$ cat src/rtl/alu_chain_seq.sv
// rtl/alu_chain_seq.sv - 32-bit add/sub sequenced as two passes over an external 16-bit ALU
module alu_chain_seq #(
    parameter int ALU_LAT = 1
) (
    input  logic        CLK,
    input  logic        RST,
    input  logic        REQ_VALID,
    output logic        REQ_READY,
    input  logic [31:0] REQ_A,
    input  logic [31:0] REQ_B,
    input  logic [3:0]  REQ_OP,
    output logic        RSP_VALID,
    input  logic        RSP_READY,
    output logic [31:0] RSP_RESULT,
    output logic        RSP_ZERO,
    output logic        RSP_CARRY,
    output logic        RSP_OVERFLOW,
    output logic        RSP_NEGATIVE,
    output logic        RSP_ERR,
    output logic        ALU_EN,
    output logic [15:0] ALU_A,
    output logic [15:0] ALU_B,
    output logic [3:0]  ALU_OPCODE,
    output logic        ALU_CIN,
    input  logic [15:0] ALU_RESULT,
    input  logic        ALU_CARRY,
    input  logic        ALU_OVERFLOW
);

    // alu_pkg opcode encodings for the two supported operations
    localparam logic [3:0] OP_ADD = 4'h0;
    localparam logic [3:0] OP_SUB = 4'h1;

    typedef enum logic [2:0] {
        IDLE,
        ISSUE_LO,
        WAIT_LO,
        ISSUE_HI,
        WAIT_HI,
        DONE
    } state_t;

    state_t      r_state;
    state_t      w_next;
    logic [3:0]  r_cnt;
    logic [15:0] r_a_hi;
    logic [15:0] r_b_hi;
    logic        w_supported;
    logic        w_wait_done;

    assign w_supported = (REQ_OP == OP_ADD) || (REQ_OP == OP_SUB);
    assign w_wait_done = (r_cnt == 4'd0);

    always_ff @(posedge CLK or posedge RST) begin
        if (RST) begin
            r_state <= IDLE;
        end else begin
            r_state <= w_next;
        end
    end

    always_comb begin
        w_next    = r_state;
        REQ_READY = 1'b0;
        RSP_VALID = 1'b0;
        ALU_EN    = 1'b0;
        case (r_state)
            IDLE: begin
                REQ_READY = 1'b1;
                if (REQ_VALID) begin
                    w_next = w_supported ? ISSUE_LO : DONE;
                end
            end
            ISSUE_LO: begin
                ALU_EN = 1'b1;
                w_next = WAIT_LO;
            end
            WAIT_LO: begin
                if (w_wait_done) begin
                    w_next = ISSUE_HI;
                end
            end
            ISSUE_HI: begin
                ALU_EN = 1'b1;
                w_next = WAIT_HI;
            end
            WAIT_HI: begin
                if (w_wait_done) begin
                    w_next = DONE;
                end
            end
            DONE: begin
                RSP_VALID = 1'b1;
                if (RSP_READY) begin
                    w_next = IDLE;
                end
            end
            default: w_next = IDLE;
        endcase
    end

    // Low word lands in RSP_RESULT[15:0] early; its carry becomes the high-word Cin
    always_ff @(posedge CLK or posedge RST) begin
        if (RST) begin
            r_cnt        <= 4'd0;
            r_a_hi       <= 16'd0;
            r_b_hi       <= 16'd0;
            ALU_A        <= 16'd0;
            ALU_B        <= 16'd0;
            ALU_OPCODE   <= 4'd0;
            ALU_CIN      <= 1'b0;
            RSP_RESULT   <= 32'd0;
            RSP_ZERO     <= 1'b0;
            RSP_CARRY    <= 1'b0;
            RSP_OVERFLOW <= 1'b0;
            RSP_NEGATIVE <= 1'b0;
            RSP_ERR      <= 1'b0;
        end else begin
            case (r_state)
                IDLE: begin
                    if (REQ_VALID && w_supported) begin
                        ALU_A      <= REQ_A[15:0];
                        ALU_B      <= REQ_B[15:0];
                        ALU_OPCODE <= REQ_OP;
                        ALU_CIN    <= (REQ_OP == OP_SUB);
                        r_a_hi     <= REQ_A[31:16];
                        r_b_hi     <= REQ_B[31:16];
                        RSP_ERR    <= 1'b0;
                    end else if (REQ_VALID) begin
                        RSP_RESULT   <= 32'd0;
                        RSP_ZERO     <= 1'b0;
                        RSP_CARRY    <= 1'b0;
                        RSP_OVERFLOW <= 1'b0;
                        RSP_NEGATIVE <= 1'b0;
                        RSP_ERR      <= 1'b1;
                    end
                end
                ISSUE_LO, ISSUE_HI: begin
                    r_cnt <= 4'(ALU_LAT - 1);
                end
                WAIT_LO: begin
                    if (w_wait_done) begin
                        RSP_RESULT[15:0] <= ALU_RESULT;
                        ALU_A            <= r_a_hi;
                        ALU_B            <= r_b_hi;
                        ALU_CIN          <= ALU_CARRY;
                    end else begin
                        r_cnt <= r_cnt - 4'd1;
                    end
                end
                WAIT_HI: begin
                    if (w_wait_done) begin
                        RSP_RESULT[31:16] <= ALU_RESULT;
                        RSP_CARRY         <= ALU_CARRY;
                        RSP_OVERFLOW      <= ALU_OVERFLOW;
                        RSP_NEGATIVE      <= ALU_RESULT[15];
                        RSP_ZERO          <= (ALU_RESULT == 16'd0) && (RSP_RESULT[15:0] == 16'd0);
                    end else begin
                        r_cnt <= r_cnt - 4'd1;
                    end
                end
                default: ;
            endcase
        end
    end

endmodule

$ cat config.mk
export PLATFORM = sky130hd
export DESIGN_NAME = alu_chain_seq
export DESIGN_NICKNAME = d
export VERILOG_FILES = /design/src/rtl/alu_chain_seq.sv
export SDC_FILE = /design/constraint.sdc
export NUM_CORES = 1
export LEC_CHECK = 0
export ABC_AREA = 0
export CORE_UTILIZATION = 47
export DETAILED_ROUTE_END_ITERATION = 6
export PLACE_DENSITY = 0.81
export SLEW_MARGIN = 30
export SYNTH_ARGS = -nofsm -noshare
export SYNTH_HDL_FRONTEND = slang
export SYNTH_SLANG_ARGS = --single-unit
$ cat constraint.sdc
create_clock -name CLK -period 4.6 [get_ports CLK]
set_input_delay 1.38 -clock CLK [delete_from_list [all_inputs] [get_ports CLK]]
set_output_delay 1.38 -clock CLK [all_outputs]
set_load 0.01 [all_outputs]
Word-level counts from Yosys, hierarchy flattened
Cells that the tools add are included.
Storage, ports and cells
  memory bits (writable): 0
  flip-flop bits (word level): 113
  bits of input ports: 90
  ROM bits: 0
  logic and storage cells: 86
  output and inout bits: 77
  memories kept: 0
  latch bits: 0
Operators by class
  equality and inequality tests: 13
  multiply operators: 0
  bitwise operators: 0
  div/mod/pow operators: 0
  muxes and demuxes: 36
  $lt $le $gt $ge: 0
  reduce and logical (&&, ||, !) cells: 21
  $add $sub $neg: 1
  shifts and indexed selects: 0
Operators by type and width (count)
  case mux 16 bit (2 select lines): 4
  two-way mux 16 bit: 5
  two-way mux 32 bit: 2
  logical NOT 16 bit: 2
  case mux 3 bit (6 select lines): 1
  two-way mux 3 bit: 5
  inequality test 2 bit, second input constant: 7
  two-way mux 1 bit: 12
  AND reduction 4 bit: 3
  case mux 1 bit (2 select lines): 5
  logical NOT 4 bit: 2
  case mux 4 bit (2 select lines): 1
  nonzero test 2 bit: 4
  equality test 3 x 2 -> 1 bit, second input constant: 2
  equality test 3 bit, second input constant: 2
  AND reduction 2 bit: 3
  equality test 4 x 1 -> 1 bit, second input constant: 1
  two-way mux 4 bit: 1
  OR reduction 2 bit: 2
  subtractor 4 x 1 -> 4 bit, second input constant: 1
  equality test 3 x 1 -> 1 bit, second input constant: 1
  logical NOT 3 bit: 1
  AND reduction 3 bit: 1
  logical AND 1 bit: 2
  logical OR 1 bit: 1

Depth between registers and ports, before layout
Gate-level depths: netlist (run 1).
  depth after elaboration: 5
  mapped depth: 8
  mapped depth without buffers: 6

Least setup slack after synthesis (run 1)
OpenSTA, ideal clock, no wires.
  kind: input-to-reg
  from: input REQ_OP[1]
  to: register ALU_A[11]
  required time: 4.475 ns
  stages: 5
  setup time: 0.125 ns
  path slack: 1.778 ns
  data arrival time: 2.697 ns
  cells stage by stage: nor3_1 > nand3b_1 > a21oi_2 > buf_4 > mux2_2
On the way
  cells in the longest elaborated chain, start to end: 5
  elaborated cells on any way between the ends: 6
  those cells by class: eq/ne: 2; reduce/logical: 4
RTL lines
  start, declared: line 11  | input logic [3:0] REQ_OP,
  equality test 4 x 1 -> 1 bit / logical NOT 4 bit (equally long branches): line 51  | assign w_supported = (REQ_OP == OP_ADD) || (REQ_OP == OP_SUB);
  logical OR 1 bit (*): line 51
  logical AND 1 bit (*): line 121  | if (REQ_VALID && w_supported) begin
  inequality test 2 bit (no line) (*)
  AND reduction 3 bit (no line) (*)
  end signal, assigned: line 122  | ALU_A <= REQ_A[15:0];
  end signal, assigned: line 144  | ALU_A <= r_a_hi;
  end, declared: line 21  | output logic [15:0] ALU_A,
Mark *: on every way between the ends. The rest lies on a longest branch, timed or not.
A chain may end at the register's enable or synchronous reset.

Worst setup path after layout (run 1)
  from: register r_state[2]
  to: output REQ_READY
On the way
  cells in the longest elaborated chain, start to end: 2
RTL lines
  start, declared: line 43  | state_t r_state;
  start signal, assigned: line 58  | r_state <= w_next;
  logical NOT 3 bit: line 67  | case (r_state)
  two-way mux 1 bit: line 67
  end, declared: line 8  | output logic REQ_READY,
Every way passes these cells.

==> results.json, run 1 <==
{
  "status": "finished, final reports clean",
  "cts_root_buf": "clkbuf_8",
  "tns_ps": 0,
  "worstSetupStartpointType": "flip-flop",
  "rsz0062_at_grt": "no",
  "clk_latency_ps": 380,
  "gp_congestion": 0.786,
  "async_flop_share_pct": 100,
  "yosys.area_share.simple_pct": 7.30,
  "ctsResizeCount": 0,
  "first_pass_iters": 4,
  "post_synth_main_area_contributors": "dfrtp_1 (54%), mux2_4 (16%), mux2_2 (8.0%)",
  "dieHeight_um": 107,
  "synth_xor_area_share_pct": 0.169,
  "min_path_type": "flip-flop to flip-flop",
  "avgSynthCellArea_um2": 14.1,
  "syn_nets": 458,
  "holdBufCountCts": 0,
  "power_uw": 4120,
  "rows": 38,
  "hpwl_um": 8150,
  "viasPerCell": 5.34,
  "port_buffers": 166,
  "route.detailed.drc": 0,
  "power_density_nw_per_um2": 578,
  "cts_tree": "built",
  "path_cells": "nor3_4 -> clkdlybuf4s50_1",
  "mostFrequentLayoutCells": "clkdlybuf4s50_1 (166), dfrtp_1 (112), mux2_4 (56)",
  "peakVddDrop_v": 0.000290,
  "critPathSlowestCell": "dfrtp_1",
  "max_freq_ghz": 0.290,
  "route.vias.total": 3548,
  "fp.coreArea_um2": 10800,
  "cts_setup_buffers": 0,
  "fin_worst_skew_ps": 8.96,
  "cp_max_fo": 28,
  "rr_endpoint": "ALU_A[14]$_DFFE_PP0P_",
  "die_w_um": 107,
  "ioPinCount": 167,
  "cts_sinks": 112,
  "ff2ff_setup_slack_ps": 1750,
  "grt_max_degree": 67,
  "area_delta_synth_final_pct": 37.4,
  "final_layout_size_suffix_gt1_share_pct": 23.4,
  "synth_top_area_share_pct": 54.0,
  "dieArea_um2": 11500,
  "totalWireLength_um": 11600,
  "critical_path_class": "flip-flop to output pin",
  "drtIter0Drc": 145,
  "antenna_found_initial": 0,
  "synth_mux_area_share_pct": 25.3,
  "synth-edff-count": 0,
  "cap_viol_max_count": 0,
  "slew_headroom_pct": 45.3,
  "drtAntennaViolNets": 0,
  "ys_seq_area_share_pct": 54.0,
  "yosys.area.top_type": "dfrtp_1",
  "synth_top_family_by_area": "multiplexers",
  "min_period_over_period_pct": 75.0,
  "syn_inst": 367,
  "p_leak_uw": 0.00319,
  "synth_compound_area_share_pct": 9.13,
  "yosysUniqueCellTypes": 45,
  "hold_depth": 1,
  "synth_ff_type": "dfrtp_1",
  "htree_levels": 3,
  "layout.nets": 611,
  "reg2reg_from": "r_cnt[0]$_DFFE_PP0P_",
  "maxSlewViolCount": 0,
  "worstRegToRegCells": 7,
  "hold_end": "RSP_ZERO$_DFFE_PP0P_",
  "grt_overflow": 0,
  "cts_max_path_buffers": 2,
  "tightestPinTransition_ps": 821,
  "synthAdderAreaFrac_pct": 0.241,
  "min_from": "RSP_ZERO$_DFFE_PP0P_",
  "grt_pass1_wl_um": 18500,
  "final_common_cell": "clkdlybuf4s50_1",
  "syn-cell-area_um2": 5190,
  "start_util_pct": 48.1,
  "diodes": 0,
  "setup_violations": 0,
  "ys_seq_elements": 112,
  "arrival_ps": 2070,
  "finalHoldViolCount": 0,
  "path_clk_slew_ps": 100,
  "cts_buffers": 9,
  "worst_setup_path_end_kind": "output pin",
  "wl_per_cell_um": 17.4,
  "required_ps": 3220,
  "grtUsageTotal_pct": 20.8,
  "fin_crit_ps": 3450,
  "yosys_warnings": 0,
  "grt_pass1_vias": 3648,
  "slowest_delay_ps": 690
}
==> metrics by stage <==
| stage | hold WS [ps] | instance area, um^2 | std cells | util [%] | setup WS (ps) |
|---|---|---|---|---|---|
| finish | 495 | 7130 | 665 | 66.1 | 1150 |
| global route | 519 | 7130 | 665 | 66.1 | 1010 |
| CTS | 498 | 7130 | 665 | 66.1 | 1140 |
| detailed placement | 469 | 6910 | 649 | 64.0 | 939 |
| global placement | 458 | 6910 | 649 | 64.0 | 999 |
| floorplan | 464 | 5190 | 367 | - | 261 |
==> final cells by class <==
type                       instances  area (um^2)
clock buffer                      13          179
inverter                           5         21.3
sequential                       112         2800
clock inverter                     3         46.3
multi-input combinational        221         2200
tap                              140          175
timing repair buffer             171         1710
fill                             827         3660
==> worst max-delay path by stage <==
stage                       endpoint  slack (ps)              startpoint
2_1_floorplan   ALU_A[0]$_DFFE_PP0P_         260                     RST
3_3_place_gp   ALU_A[12]$_DFFE_PP0P_        1000               REQ_OP[1]
3_5_place_dp   ALU_A[14]$_DFFE_PP0P_         940               REQ_OP[1]
4_1_cts                    RSP_VALID        1140  r_state[2]$_DFFE_PP0P_
5_1_grt                    RSP_VALID        1010  r_state[2]$_DFFE_PP0P_
6_report                   REQ_READY        1150  r_state[2]$_DFFE_PP0P_
==> synthesized netlist by cell type, drive strengths merged, types with 3 or more instances <==
| cell | count |
|---|---|
| nor3b | 4 |
| clkbuf | 9 |
| inv | 5 |
| nor4 | 10 |
| nand2 | 11 |
| mux2 | 98 |
| nand4 | 3 |
| a32oi | 3 |
| and2 | 5 |
| dfrtp | 112 |
| nor2 | 5 |
| a22o | 34 |
| nand3b | 5 |
| nor3 | 4 |
| nand3 | 3 |
| a21oi | 6 |
| a31oi | 3 |
| o21ai | 6 |
| buf | 20 |
==> per-layer routing <==
layer	global-route usage, %	vias up	part of all wire (%)	wire [um]
met2	33.5	127	48	5580
met4	6.46	0	1.2	142
met1	27.7	1755	44	5080
met3	5.35	12	6.7	779
met5	0	-	0	0
li1	-	1654	-	-
==> flip-flops by register name (all words and copies together) (netlist names) <==
signal,cells
ALU_A,16
ALU_B,16
ALU_CIN,1
ALU_OPCODE,4
RSP_CARRY,1
RSP_ERR,1
RSP_OVERFLOW,1
RSP_RESULT,32
RSP_ZERO,1
r_a_hi,16
r_b_hi,16
r_cnt,4
r_state,3
==> report_power, final <==
part           switching, uW  leakage (uW)  internal, uW  total, uW
combinational            657       0.00165          1140       1800
sequential               304       0.00142          1370       1670
clock                    335      0.000112           314        648
total                   1300       0.00319          2830       4120
==> cells by family (layout without fill, tap and decap cells) <==
family	count (synthesis)	in the layout
DFF	112	112
muxes	98	98
adders and majority gates	1	1
buffers and inverters	34	192
AOI/OAI and AO/OA	60	60
xor gates and xnor gates	1	1
and+or+nand+nor	61	61
==> worst max-delay path, delay by kind of cell (launching register included) <==
kind          cells  cell delay, ps
flops             1             690
buf+inv           1             620
simple gates      1             380
Note: power is estimated with default switching activity, not from simulation.
==> run 2, diff against run 1 <==
- CORE_UTILIZATION: 47 -> 42
- PLACE_DENSITY: 0.81 -> 0.77
- clock period: 4.6 -> 3.05 ns (I/O delays scaled with it)
==> run 2 against run 1 <==
Against the previous run: global-route usage is 1.0 points lower; sequential power grew 49%; clock skew down 4.7 ps; clock power rose by 91%; worst hold slack worse by 13 ps; die area rose by 12%; count of clock-buffer cells in the layout is 1 lower; critical path depth unchanged; register-to-register slack worse by 1000 ps; via count increased by 3.2%.
==> results.json, run 2 (synthesis gave the netlist of run 1 again) <==
{
  "viasPerCell": 5.39,
  "grt_busiest_layer": "met2",
  "tightestPinTransition_ps": 714,
  "top_register": "RSP_RESULT",
  "met1_usage_pct": 25.4,
  "cts_buffers": 9,
  "min_from": "RSP_ZERO$_DFFE_PP0P_",
  "grt_overflow": 0,
  "use_met3_pct": 5.36,
  "grtUsageTotal_pct": 19.9,
  "dieArea_um2": 12800,
  "rsz0062_at_grt": "no",
  "ioPinCount": 167,
  "fp.coreArea_um2": 12000,
  "critical_path_class": "flip-flop to output pin",
  "reg2reg_from": "r_state[1]$_DFFE_PP0P_",
  "cts_sinks": 112,
  "holdBufCountCts": 0,
  "cts_root_buf": "clkbuf_16",
  "fin_crit_ps": 2770,
  "area_delta_synth_final_pct": 41.1,
  "wl_per_cell_um": 17.7,
  "min_path_type": "flip-flop to flip-flop",
  "hpwl_um": 8250,
  "arrival_ps": 1850,
  "gp_congestion": 0.773,
  "largest_reg_flops": 32,
  "totalWireLength_um": 12000,
  "min_period_over_period_pct": 90.7,
  "p_leak_uw": 0.00327,
  "drtAntennaViolNets": 0,
  "route.detailed.drc": 0,
  "fill_cells": 937,
  "diodes": 0,
  "tns_ps": 0,
  "path_clk_slew_ps": 70,
  "drtIter0Drc": 175,
  "final_layout_size_suffix_gt1_share_pct": 24.4,
  "dieHeight_um": 113,
  "grt_max_degree": 75,
  "antenna_found_initial": 0,
  "rows": 40,
  "finalHoldViolCount": 0,
  "maxSlewViolCount": 0,
  "port_buffers": 166,
  "fin_worst_skew_ps": 4.30,
  "startpoint": "r_state[2]$_DFFE_PP0P_",
  "die_w_um": 113,
  "worstSetupStartpointType": "flip-flop",
  "slew_headroom_pct": 52.4,
  "placed_cell_area_um2": 7010,
  "final_common_cell": "clkdlybuf4s50_1",
  "start_util_pct": 43.2,
  "status": "finished, final reports clean",
  "worst_setup_path_end_kind": "output pin",
  "grt_pass1_wl_um": 19900,
  "cts_tree": "built",
  "cp_max_fo": 15,
  "required_ps": 2130,
  "post-route-util_pct": 61.0,
  "htree_levels": 3,
  "cts_max_path_buffers": 2,
  "ctsResizeCount": 0,
  "first_pass_iters": 4,
  "max_freq_ghz": 0.361,
  "route.vias.total": 3661,
  "clk_latency_ps": 340,
  "grt_pass1_vias": 3918,
  "layout.nets": 618,
  "mostFrequentLayoutCells": "clkdlybuf4s50_1 (166), dfrtp_1 (112), mux2_4 (56)",
  "met2_usage_pct": 32.3,
  "power_density_nw_per_um2": 897,
  "power_uw": 6570,
  "design_area_um2": 7320,
  "peakVddDrop_v": 0.000386,
  "cap_viol_max_count": 0,
  "setup_violations": 0,
  "cts_setup_buffers": 0
}
## run 2: cell types whose count changed in the layout (fill, tap and decap cells not counted)
| cell | change |
|---|---|
| buf_4 | +4 |
| inv_4 | -1 |
| inv_6 | -1 |
| or3b_2 | +1 |
| clkinv_4 | +1 |
| clkbuf_8 | -10 |
| buf_12 | +3 |
| clkinv_2 | +1 |
| clkinvlp_4 | +1 |
| or3b_4 | -1 |
| clkbuf_16 | +9 |
## run 2: where the power goes
group	leakage [uW]	switching [uW]	internal, uW
combinational	0.00169	1070	1790
clock	0.000155	532	705
sequential	0.00142	406	2070
total	0.00327	2010	4560
## run 2: worst max-delay path: stages, from the launching register on
cell	delay (ps)
dfrtp_1	560
nor3_4	340
clkdlybuf4s50_1	610
## run 2: stage by stage
| stage | hold slack (ps) | std cells | setup slack (ps) |
|---|---|---|---|
| 3_5_place_dp | 476 | 663 | 60.2 |
| 2_1_floorplan | 464 | 367 | 693 |
| 4_1_cts | 491 | 679 | 275 |
| 5_1_grt | 505 | 679 | 181 |
| 3_3_place_gp | 458 | 663 | 92.3 |
| 6_report | 482 | 679 | 284 |
## run 2: worst paths after layout
kind                       cells past startpoint                         end  slack, ps
max                                            2                   REQ_READY        280
min                                            1        RSP_ZERO$_DFFE_PP0P_        480
max reg2reg                                    5        ALU_A[3]$_DFFE_PP0P_        710
min reg2reg                                    1        RSP_ZERO$_DFFE_PP0P_        480
max in group asynchronous                      3        r_cnt[1]$_DFFE_PP0P_       1650
min in group asynchronous                      3  RSP_RESULT[24]$_DFFE_PP0P_       1020
## run 2: final cells by class
| cell class | instances | area, um^2 | share of cell area (%) |
|---|---|---|---|
| sequential | 112 | 2800 | 38.3 |
| inverter | 5 | 22.5 | 0.307 |
| clock inverter | 4 | 51.3 | 0.700 |
| tap | 147 | 184 | 2.51 |
| timing repair buffer | 178 | 1800 | 24.6 |
| multi-input combinational | 221 | 2200 | 30.0 |
| clock buffer | 12 | 267 | 3.64 |
## run 2: metal layers
layer	up-vias	part of all wire [%]
met1	1855	44
li1	1669	-
met4	0	1.8
met2	119	48
met3	18	6.3
met5	-	0
